[config.mk]
export PLATFORM = sky130hd
export DESIGN_NAME = mc_ctrl_fsm_flat
export DESIGN_NICKNAME = d
export VERILOG_FILES = /design/src/rtl/mc_ctrl_fsm_if.sv /design/src/rtl/mc_ctrl_fsm.sv /design/src/flat_wrapper.sv
export SDC_FILE = /design/constraint.sdc
export NUM_CORES = 1
export LEC_CHECK = 0
export BUFFER_PORTS_ARGS = -buffer_cell sky130_fd_sc_hd__buf_2
export CORE_UTILIZATION = 59
export CTS_CLUSTER_DIAMETER = 40
export DETAILED_ROUTE_END_ITERATION = 10
export GPL_ROUTABILITY_DRIVEN = 0
export HOLD_SLACK_MARGIN = 0.02
export MAX_ROUTING_LAYER = met4
export PLACE_DENSITY = 0.83
export SLEW_MARGIN = 20
export SYNTH_ARGS = -nofsm -noshare
export SYNTH_HDL_FRONTEND = slang
export SYNTH_SLANG_ARGS = --single-unit
[constraint.sdc]
create_clock -name clk -period 5.8 [get_ports clk]
set_input_delay 0.29 -clock clk [delete_from_list [all_inputs] [get_ports clk]]
set_output_delay 0.29 -clock clk [all_outputs]
set_load 0.01 [all_outputs]
[src/rtl/mc_ctrl_fsm_if.sv]
// Unified memory port shared by instruction fetch and load/store.
// The sequencer is the master; the memory answers with mem_ack.
interface mc_ctrl_fsm_if;
    logic mem_req;
    logic mem_we;
    logic mem_addr_sel;
    logic mem_ack;

    modport master (
        output mem_req,
        output mem_we,
        output mem_addr_sel,
        input  mem_ack
    );

    modport slave (
        input  mem_req,
        input  mem_we,
        input  mem_addr_sel,
        output mem_ack
    );
endinterface

[src/rtl/mc_ctrl_fsm.sv]
// Multi-cycle FETCH/DECODE/EXEC/MEM/WB sequencer for an RV32I subset.
// Issues per-step enables, traps on illegal opcodes or memory timeouts, counts retirements.
module mc_ctrl_fsm #(
    parameter int unsigned TIMEOUT   = 16,
    parameter int unsigned INSTRET_W = 32
) (
    input  logic                 clk,
    input  logic                 rst,
    input  logic [6:0]           opcode,
    input  logic                 branch_taken,
    mc_ctrl_fsm_if.master        mem,
    output logic                 IR_we,
    output logic                 MDR_we,
    output logic                 PC_we,
    output logic                 RF_we,
    output logic                 trap,
    output logic [1:0]           trap_cause,
    output logic [INSTRET_W-1:0] instret
);

    localparam int unsigned WAIT_W = (TIMEOUT > 2) ? $clog2(TIMEOUT) : 1;
    localparam logic [WAIT_W-1:0] WAIT_LIMIT = WAIT_W'(TIMEOUT - 2);

    localparam logic [6:0] OP_R      = 7'b0110011;
    localparam logic [6:0] OP_I      = 7'b0010011;
    localparam logic [6:0] OP_LOAD   = 7'b0000011;
    localparam logic [6:0] OP_STORE  = 7'b0100011;
    localparam logic [6:0] OP_BRANCH = 7'b1100011;
    localparam logic [6:0] OP_JAL    = 7'b1101111;
    localparam logic [6:0] OP_JALR   = 7'b1100111;
    localparam logic [6:0] OP_LUI    = 7'b0110111;

    typedef enum logic [2:0] {
        S_RST    = 3'd0,
        S_FETCH  = 3'd1,
        S_DECODE = 3'd2,
        S_EXEC   = 3'd3,
        S_MEM    = 3'd4,
        S_WB     = 3'd5,
        S_TRAP   = 3'd7
    } state_t;

    state_t                 state_q;
    logic [WAIT_W-1:0]      wait_cnt_q;
    logic [1:0]             trap_cause_q;
    logic [INSTRET_W-1:0]   instret_q;

    logic req;
    logic we;
    logic addr_sel;
    logic acked;
    logic timeout;
    logic legal;
    logic is_load;
    logic is_store;
    logic unused_branch_taken;

    // The branch decision is taken by the NPC mux; the sequencer only retires the branch.
    assign unused_branch_taken = branch_taken;

    assign is_load  = (opcode == OP_LOAD);
    assign is_store = (opcode == OP_STORE);
    assign legal    = (opcode == OP_R)      || (opcode == OP_I)    || is_load ||
                      is_store              || (opcode == OP_BRANCH) ||
                      (opcode == OP_JAL)    || (opcode == OP_JALR) || (opcode == OP_LUI);

    always_comb begin
        req      = 1'b0;
        we       = 1'b0;
        addr_sel = 1'b0;
        IR_we    = 1'b0;
        MDR_we   = 1'b0;
        PC_we    = 1'b0;
        RF_we    = 1'b0;
        trap     = 1'b0;
        case (state_q)
            S_FETCH: begin
                req   = 1'b1;
                IR_we = mem.mem_ack;
            end
            S_EXEC: PC_we = (opcode == OP_BRANCH);
            S_MEM: begin
                req      = 1'b1;
                addr_sel = 1'b1;
                we       = is_store;
                MDR_we   = mem.mem_ack && is_load;
                PC_we    = mem.mem_ack && is_store;
            end
            S_WB: begin
                RF_we = 1'b1;
                PC_we = 1'b1;
            end
            S_TRAP:  trap = 1'b1;
            default: ;
        endcase
    end

    assign acked   = req && mem.mem_ack;
    // Limit hit on the un-acked cycle that would bring the count to TIMEOUT-1; an ack wins.
    assign timeout = req && !mem.mem_ack && (wait_cnt_q == WAIT_LIMIT);

    always_ff @(posedge clk) begin
        if (rst) begin
            state_q      <= S_RST;
            wait_cnt_q   <= '0;
            trap_cause_q <= '0;
            instret_q    <= '0;
        end else begin
            if (PC_we)
                instret_q <= instret_q + 1'b1;

            if (req && !acked)
                wait_cnt_q <= wait_cnt_q + 1'b1;
            else
                wait_cnt_q <= '0;

            case (state_q)
                S_RST: state_q <= S_FETCH;
                S_FETCH: begin
                    if (acked) begin
                        state_q <= S_DECODE;
                    end else if (timeout) begin
                        state_q <= S_TRAP;
                        if (trap_cause_q == 2'b00) trap_cause_q <= 2'b10;
                    end
                end
                S_DECODE: begin
                    if (legal) begin
                        state_q <= S_EXEC;
                    end else begin
                        state_q <= S_TRAP;
                        if (trap_cause_q == 2'b00) trap_cause_q <= 2'b01;
                    end
                end
                S_EXEC: begin
                    if (is_load || is_store)     state_q <= S_MEM;
                    else if (opcode == OP_BRANCH) state_q <= S_FETCH;
                    else                          state_q <= S_WB;
                end
                S_MEM: begin
                    if (acked) begin
                        state_q <= is_load ? S_WB : S_FETCH;
                    end else if (timeout) begin
                        state_q <= S_TRAP;
                        if (trap_cause_q == 2'b00) trap_cause_q <= 2'b10;
                    end
                end
                S_WB:    state_q <= S_FETCH;
                S_TRAP:  state_q <= S_TRAP;
                default: state_q <= S_RST;
            endcase
        end
    end

    assign mem.mem_req      = req;
    assign mem.mem_we       = we;
    assign mem.mem_addr_sel = addr_sel;
    assign trap_cause       = trap_cause_q;
    assign instret          = instret_q;

endmodule
[src/flat_wrapper.sv]
// flat-port wrapper written by rule: the top's interface ports become plain ports
module mc_ctrl_fsm_flat 
#(
    parameter int unsigned TIMEOUT   = 16,
    parameter int unsigned INSTRET_W = 32
)
  (clk, rst, opcode, branch_taken, IR_we, MDR_we, PC_we, RF_we, trap, trap_cause, instret, mem_mem_req, mem_mem_we, mem_mem_addr_sel, mem_mem_ack);
  mc_ctrl_fsm_if mem_i ();
  input  logic clk;
  input  logic rst;
  input  logic [6:0] opcode;
  input  logic branch_taken;
  output logic IR_we;
  output logic MDR_we;
  output logic PC_we;
  output logic RF_we;
  output logic trap;
  output logic [1:0] trap_cause;
  output logic [INSTRET_W-1:0] instret;
  output wire logic [$bits(mem_i.mem_req)-1:0] mem_mem_req;
  output wire logic [$bits(mem_i.mem_we)-1:0] mem_mem_we;
  output wire logic [$bits(mem_i.mem_addr_sel)-1:0] mem_mem_addr_sel;
  input wire logic [$bits(mem_i.mem_ack)-1:0] mem_mem_ack;
  assign mem_mem_req = mem_i.mem_req;
  assign mem_mem_we = mem_i.mem_we;
  assign mem_mem_addr_sel = mem_i.mem_addr_sel;
  assign mem_i.mem_ack = mem_mem_ack;
  mc_ctrl_fsm #(.TIMEOUT(TIMEOUT), .INSTRET_W(INSTRET_W)) u_core (.clk(clk), .rst(rst), .opcode(opcode), .branch_taken(branch_taken), .mem(mem_i), .IR_we(IR_we), .MDR_we(MDR_we), .PC_we(PC_we), .RF_we(RF_we), .trap(trap), .trap_cause(trap_cause), .instret(instret));
endmodule
Yosys cells after proc, flatten, opt, wreduce, memory -nomap -nowiden
Index checks and enable logic that the tools add are counted.
{"block": "totals", "reg_bits": 41, "wordCells": 72, "in_bits": 11}
{"block": "classes", "n_reduce_logical": 23, "n_eq_ne": 20, "n_bitwise": 1, "n_mux": 22, "n_addsub": 2}
{"op": "$add A32 B1 Y32 const B", "count": 1}
{"op": "$eq A7 B6 Y1 const B", "count": 3}
{"op": "$eq A7 B7 Y1 const B", "count": 3}
{"op": "$mux W3", "count": 7}
{"op": "$pmux W3 S6", "count": 1}
{"op": "$mux W2", "count": 5}
{"op": "$eq A3 B3 Y1 const B", "count": 3}
{"op": "$logic_or A1 B1 Y1", "count": 8}
{"op": "$eq A7 B2 Y1 const B", "count": 1}
{"op": "$eq A7 B5 Y1 const B", "count": 1}
{"op": "$mux W1", "count": 7}
{"op": "$eq A3 B2 Y1 const B", "count": 2}
{"op": "$logic_and A1 B1 Y1", "count": 6}
{"op": "$ne A2 B1 Y1 const B", "count": 3}
{"op": "$reduce_and A6 Y1", "count": 1}
{"op": "$reduce_or A2 Y1", "count": 3}
{"op": "$add A4 B1 Y4 const B", "count": 1}
{"op": "$eq A4 B4 Y1 const B", "count": 1}
{"op": "$ne A2 B2 Y1 const B", "count": 2}
{"op": "$pmux W2 S2", "count": 1}
{"op": "$eq A3 B1 Y1 const B", "count": 1}
{"op": "$logic_not A3 Y1", "count": 1}
{"op": "$pmux W1 S3", "count": 1}
{"op": "$logic_not A1 Y1", "count": 2}
{"op": "3 further kinds", "count": 3}

Logic depth before layout (Yosys ltp)
{"block": "depth", "word_depth": 10, "ltp_mapped": 7, "depth_no_buf": 5}

Worst setup path before layout
No wires, ideal clock.
{"block": "synth_path", "kind": "reg-to-reg", "start": "reg u_core.instret_q[6], in the netlist u_core.instret[6]", "end": "reg u_core.instret_q[28], in the netlist u_core.instret[28]", "setup_slack_ns": 3.883, "t_arrival_ns": 1.794, "t_required_ns": 5.677, "stages_incl_launch_ff": 6, "path_buffers": 0, "cell_sequence": "dfxtp_1 > nand4_2 > nor3_4 > nand3_2 > a2111oi_2 > mux2_1"}
{"block": "synth_between", "elab_chain_cells": 1}
{"element": "start, declared", "line": "mc_ctrl_fsm.sv:46", "text": "logic [INSTRET_W-1:0] instret_q;"}
{"element": "start signal, assigned", "line": "mc_ctrl_fsm.sv:110", "text": "instret_q <= instret_q + 1'b1;"}
{"element": "$add A32 B1 Y32", "line": "mc_ctrl_fsm.sv:110"}
No other way between the ends.
A chain may end at the register's enable or synchronous reset.

Worst setup path after layout
{"block": "layout_path", "start": "reg u_core.state_q[1]", "end": "reg u_core.instret_q[24], in the netlist u_core.instret[24]"}
{"block": "layout_between", "elab_chain_cells": 2, "elab_cells_between_ends": 4}
{"element": "start, declared", "line": "mc_ctrl_fsm.sv:43", "text": "state_t state_q;"}
{"element": "start signal, assigned", "line": "mc_ctrl_fsm.sv:142", "text": "state_q <= is_load ? S_WB : S_FETCH;"}
{"element": "$eq A3 B3 Y1 or $eq A3 B2 Y1 (tied branches)", "line": "mc_ctrl_fsm.sv:76", "text": "case (state_q)"}
{"element": "$pmux W1 S3 *", "line": "mc_ctrl_fsm.sv:76"}
Every way passes the cells marked *; elsewhere a longest branch is shown, timed or not.

==> out/results.tsv <==
metric	value	unit
outcome	finished, final reports clean	
worst-skew pair later-pin latency	0.29	ns
die area	4510	µm²
final WL	5.45	mm
power density cells	193	nW/µm²
DP HPWL	3.63	mm
Initial Util	0.622	
Crit. End Element	flip-flop	
first-pass GRT wire length	8.94	mm
Iter 0 DRT Violations	185	
Critical Path AT	2.59	ns
initial antenna violation count	0	
port buffer count	51	
dominant synthesized flop cell	dfxtp_1	
endpoints failing setup	0	
total CTS buffers	5	
fin area	2860	µm²
routed length per placed instance	14.3	µm
Post-CTS Resized	0	
r2r startpoint	u_core.state_q[1]	
placed cell area	2750	µm²
Tmin final	2.40	ns
Place WS	3.17	ns
Worst slew margin	0.533	
sequential cell area fraction in the yosys report	0.327	
H-tree Lvls	2	
peak supply drop	0.000164	V
CP Cell Sequence	nand2b_1 -> nor2_2 -> nand4b_4 -> a2111oi_2 -> mux2_2	
critical setup path kind	reg -> reg	
Post-synth ARST share	0	
CP max FO	27	
Post-layout nets	345	
Die Y	67.2	µm
clock root buffer	clkbuf_8	
GRT Overall Usage	0.266	
Rows	23	
max_cap viols	0	
Final Slew Violations	0	
total number of vias	2300	
core region area	4030	µm²
post-route setup TNS	0	ns
Slowest-stage cell, CP	a2111oi_2	
n_diodes	0	
Max stage delay on crit path	0.56	ns
vias in the first global route	1942	
Vias per Instance	6.04	
min-delay worst type	in -> reg	
synth unique cells	52	
Least-Margin Pin Slew	0.699	ns
Seq cells post-synth	41	
Clock Skews	0.00963	ns
Post-CTS Hold Buffers	0	
hold_sp	mem_mem_ack	
post-synth net total	304	
share of cells above drive strength 1	0.308	
grt total ovfl	0	
required time of the worst setup path	5.99	ns
Worst setup SP type	flip-flop	
# clock sinks	41	
Leak	0.00120	µW
number of synthesized flops with an enable pin	0	
antenna-violating nets left	0	
Reg clk slew, reported paths	0.08	ns
Mean Syn Cell Area	8.65	µm²
First-pass DRT Iterations	4	
Hold Fails Final Rpt	0	
area grow syn2layout	13.9	%
Post-Syn Area	2510	µm²
postcts setup bufs	0	
CTS tree	built	
Post-Syn Instances	290	
Boundary Pins	53	
WHS	0.323	ns
Critical Path Start	u_core.state_q[1]	
Die X-Extent	67.2	µm
setup slack after layout	3.40	ns
final period utilization	0.414	
Ys Warns	0	
RSZ-0062 raised after global routing	false	
clock buffer depth	2	
Fmax achieved	0.417	GHz
pin count of the biggest net entering global routing	69	
FILL cells	348	
DRC	0	
[layer usage]
layer,global-route usage,vias up,share of wire,routed length (µm)
met5,-,-,0,0
met4,0.0718,0,0.0077,42
met3,0.0557,4,0.044,240
met2,0.418,63,0.49,2690
met1,0.347,1103,0.45,2480
li1,-,1130,-,-
[cells by family (layout without fill, tap and decap cells)]
family	count (synthesis)	count (layout)	synth area share
buffers and inverters	21	62	0.0364
DFF	41	41	0.327
xor gates and xnor gates	3	3	0.0105
adders and majority gates	3	3	0.0150
AOI/OAI and AO/OA	49	49	0.149
and+or+nand+nor	145	145	0.337
muxes	28	28	0.125
[flip-flops by register name, summed over array words and instances, names as in the netlist]
| signal | count |
|---|---|
| u_core.instret | 32 |
| u_core.state_q | 3 |
| u_core.trap_cause | 2 |
| u_core.wait_cnt_q | 4 |
[synth_stat cells, drive strengths merged, types with 4 or more instances]
library cell | n | area, µm²
dfxtp | 41 | 821
nor2 | 38 | 145
nor2b | 28 | 175
mux2 | 27 | 304
a21oi | 21 | 105
nand3 | 13 | 82.6
nand4 | 13 | 87.6
nand2 | 12 | 45.0
clkbuf | 11 | 41.3
a211oi | 10 | 95.1
and3 | 8 | 50.1
buf | 6 | 35.0
nand2b | 6 | 37.5
nor3 | 6 | 46.3
nor4 | 6 | 37.5
a2111oi | 5 | 68.8
inv | 4 | 15.0
[where the power goes]
group	switching [µW]	total (µW)	internal, µW
Clock	97.8	223	125
Sequential	4.07	288	284
Combinational	25.5	39.2	13.8
Total	127	550	423
[area by class of cell]
class,count,area [µm²],share of cell area
clock inverter,2,35.0,0.0123
tap,50,62.6,0.0219
timing repair buffer,51,258,0.0903
multi-input combinational,228,1600,0.559
sequential,41,821,0.287
clock buffer,5,68.8,0.0241
inverter,4,15.0,0.00526
[through the flow]
stage               utilization  total power, µW  cells
finish                    0.709              550    381
global route              0.709              574    381
floorplan                     -              321    290
CTS                       0.708              554    381
global placement          0.682              332    374
detailed placement        0.682              333    374
[cell usage in the layout (no fill, tap or decap), types with 5 or more instances in the layout]
cell      netlist  routed
buf_2           4      50
dfxtp_1        41      41
nor2_1         37      37
nor2b_1        28      28
mux2_2         24      24
a21oi_1        21      21
nand2_1        12      12
nand4_1        12      12
nand3_1        11      11
and3_1          8       8
nand2b_1        6       6
nor4_1          6       6
a211oi_1        6       6
clkbuf_8        0       5
[path summary, 6_finish.rpt]
kind / end / slack, ns / cells past startpoint
setup / recovery: u_core.instret[24] / 3.40 / 5
setup reg to reg: u_core.instret[24] / 3.40 / 5
hold reg to reg: u_core.trap_cause[1] / 0.49 / 2
hold / removal: u_core.wait_cnt_q[1] / 0.32 / 2
[worst max-delay path: cells and delay by family (launching register included)]
kind / cells / cell delay, ns
mux: 1 / 0.39
simple gates: 3 / 0.95
compound gates: 1 / 0.56
flops: 1 / 0.40
No activity file was read; power rests on OpenSTA's default activity.
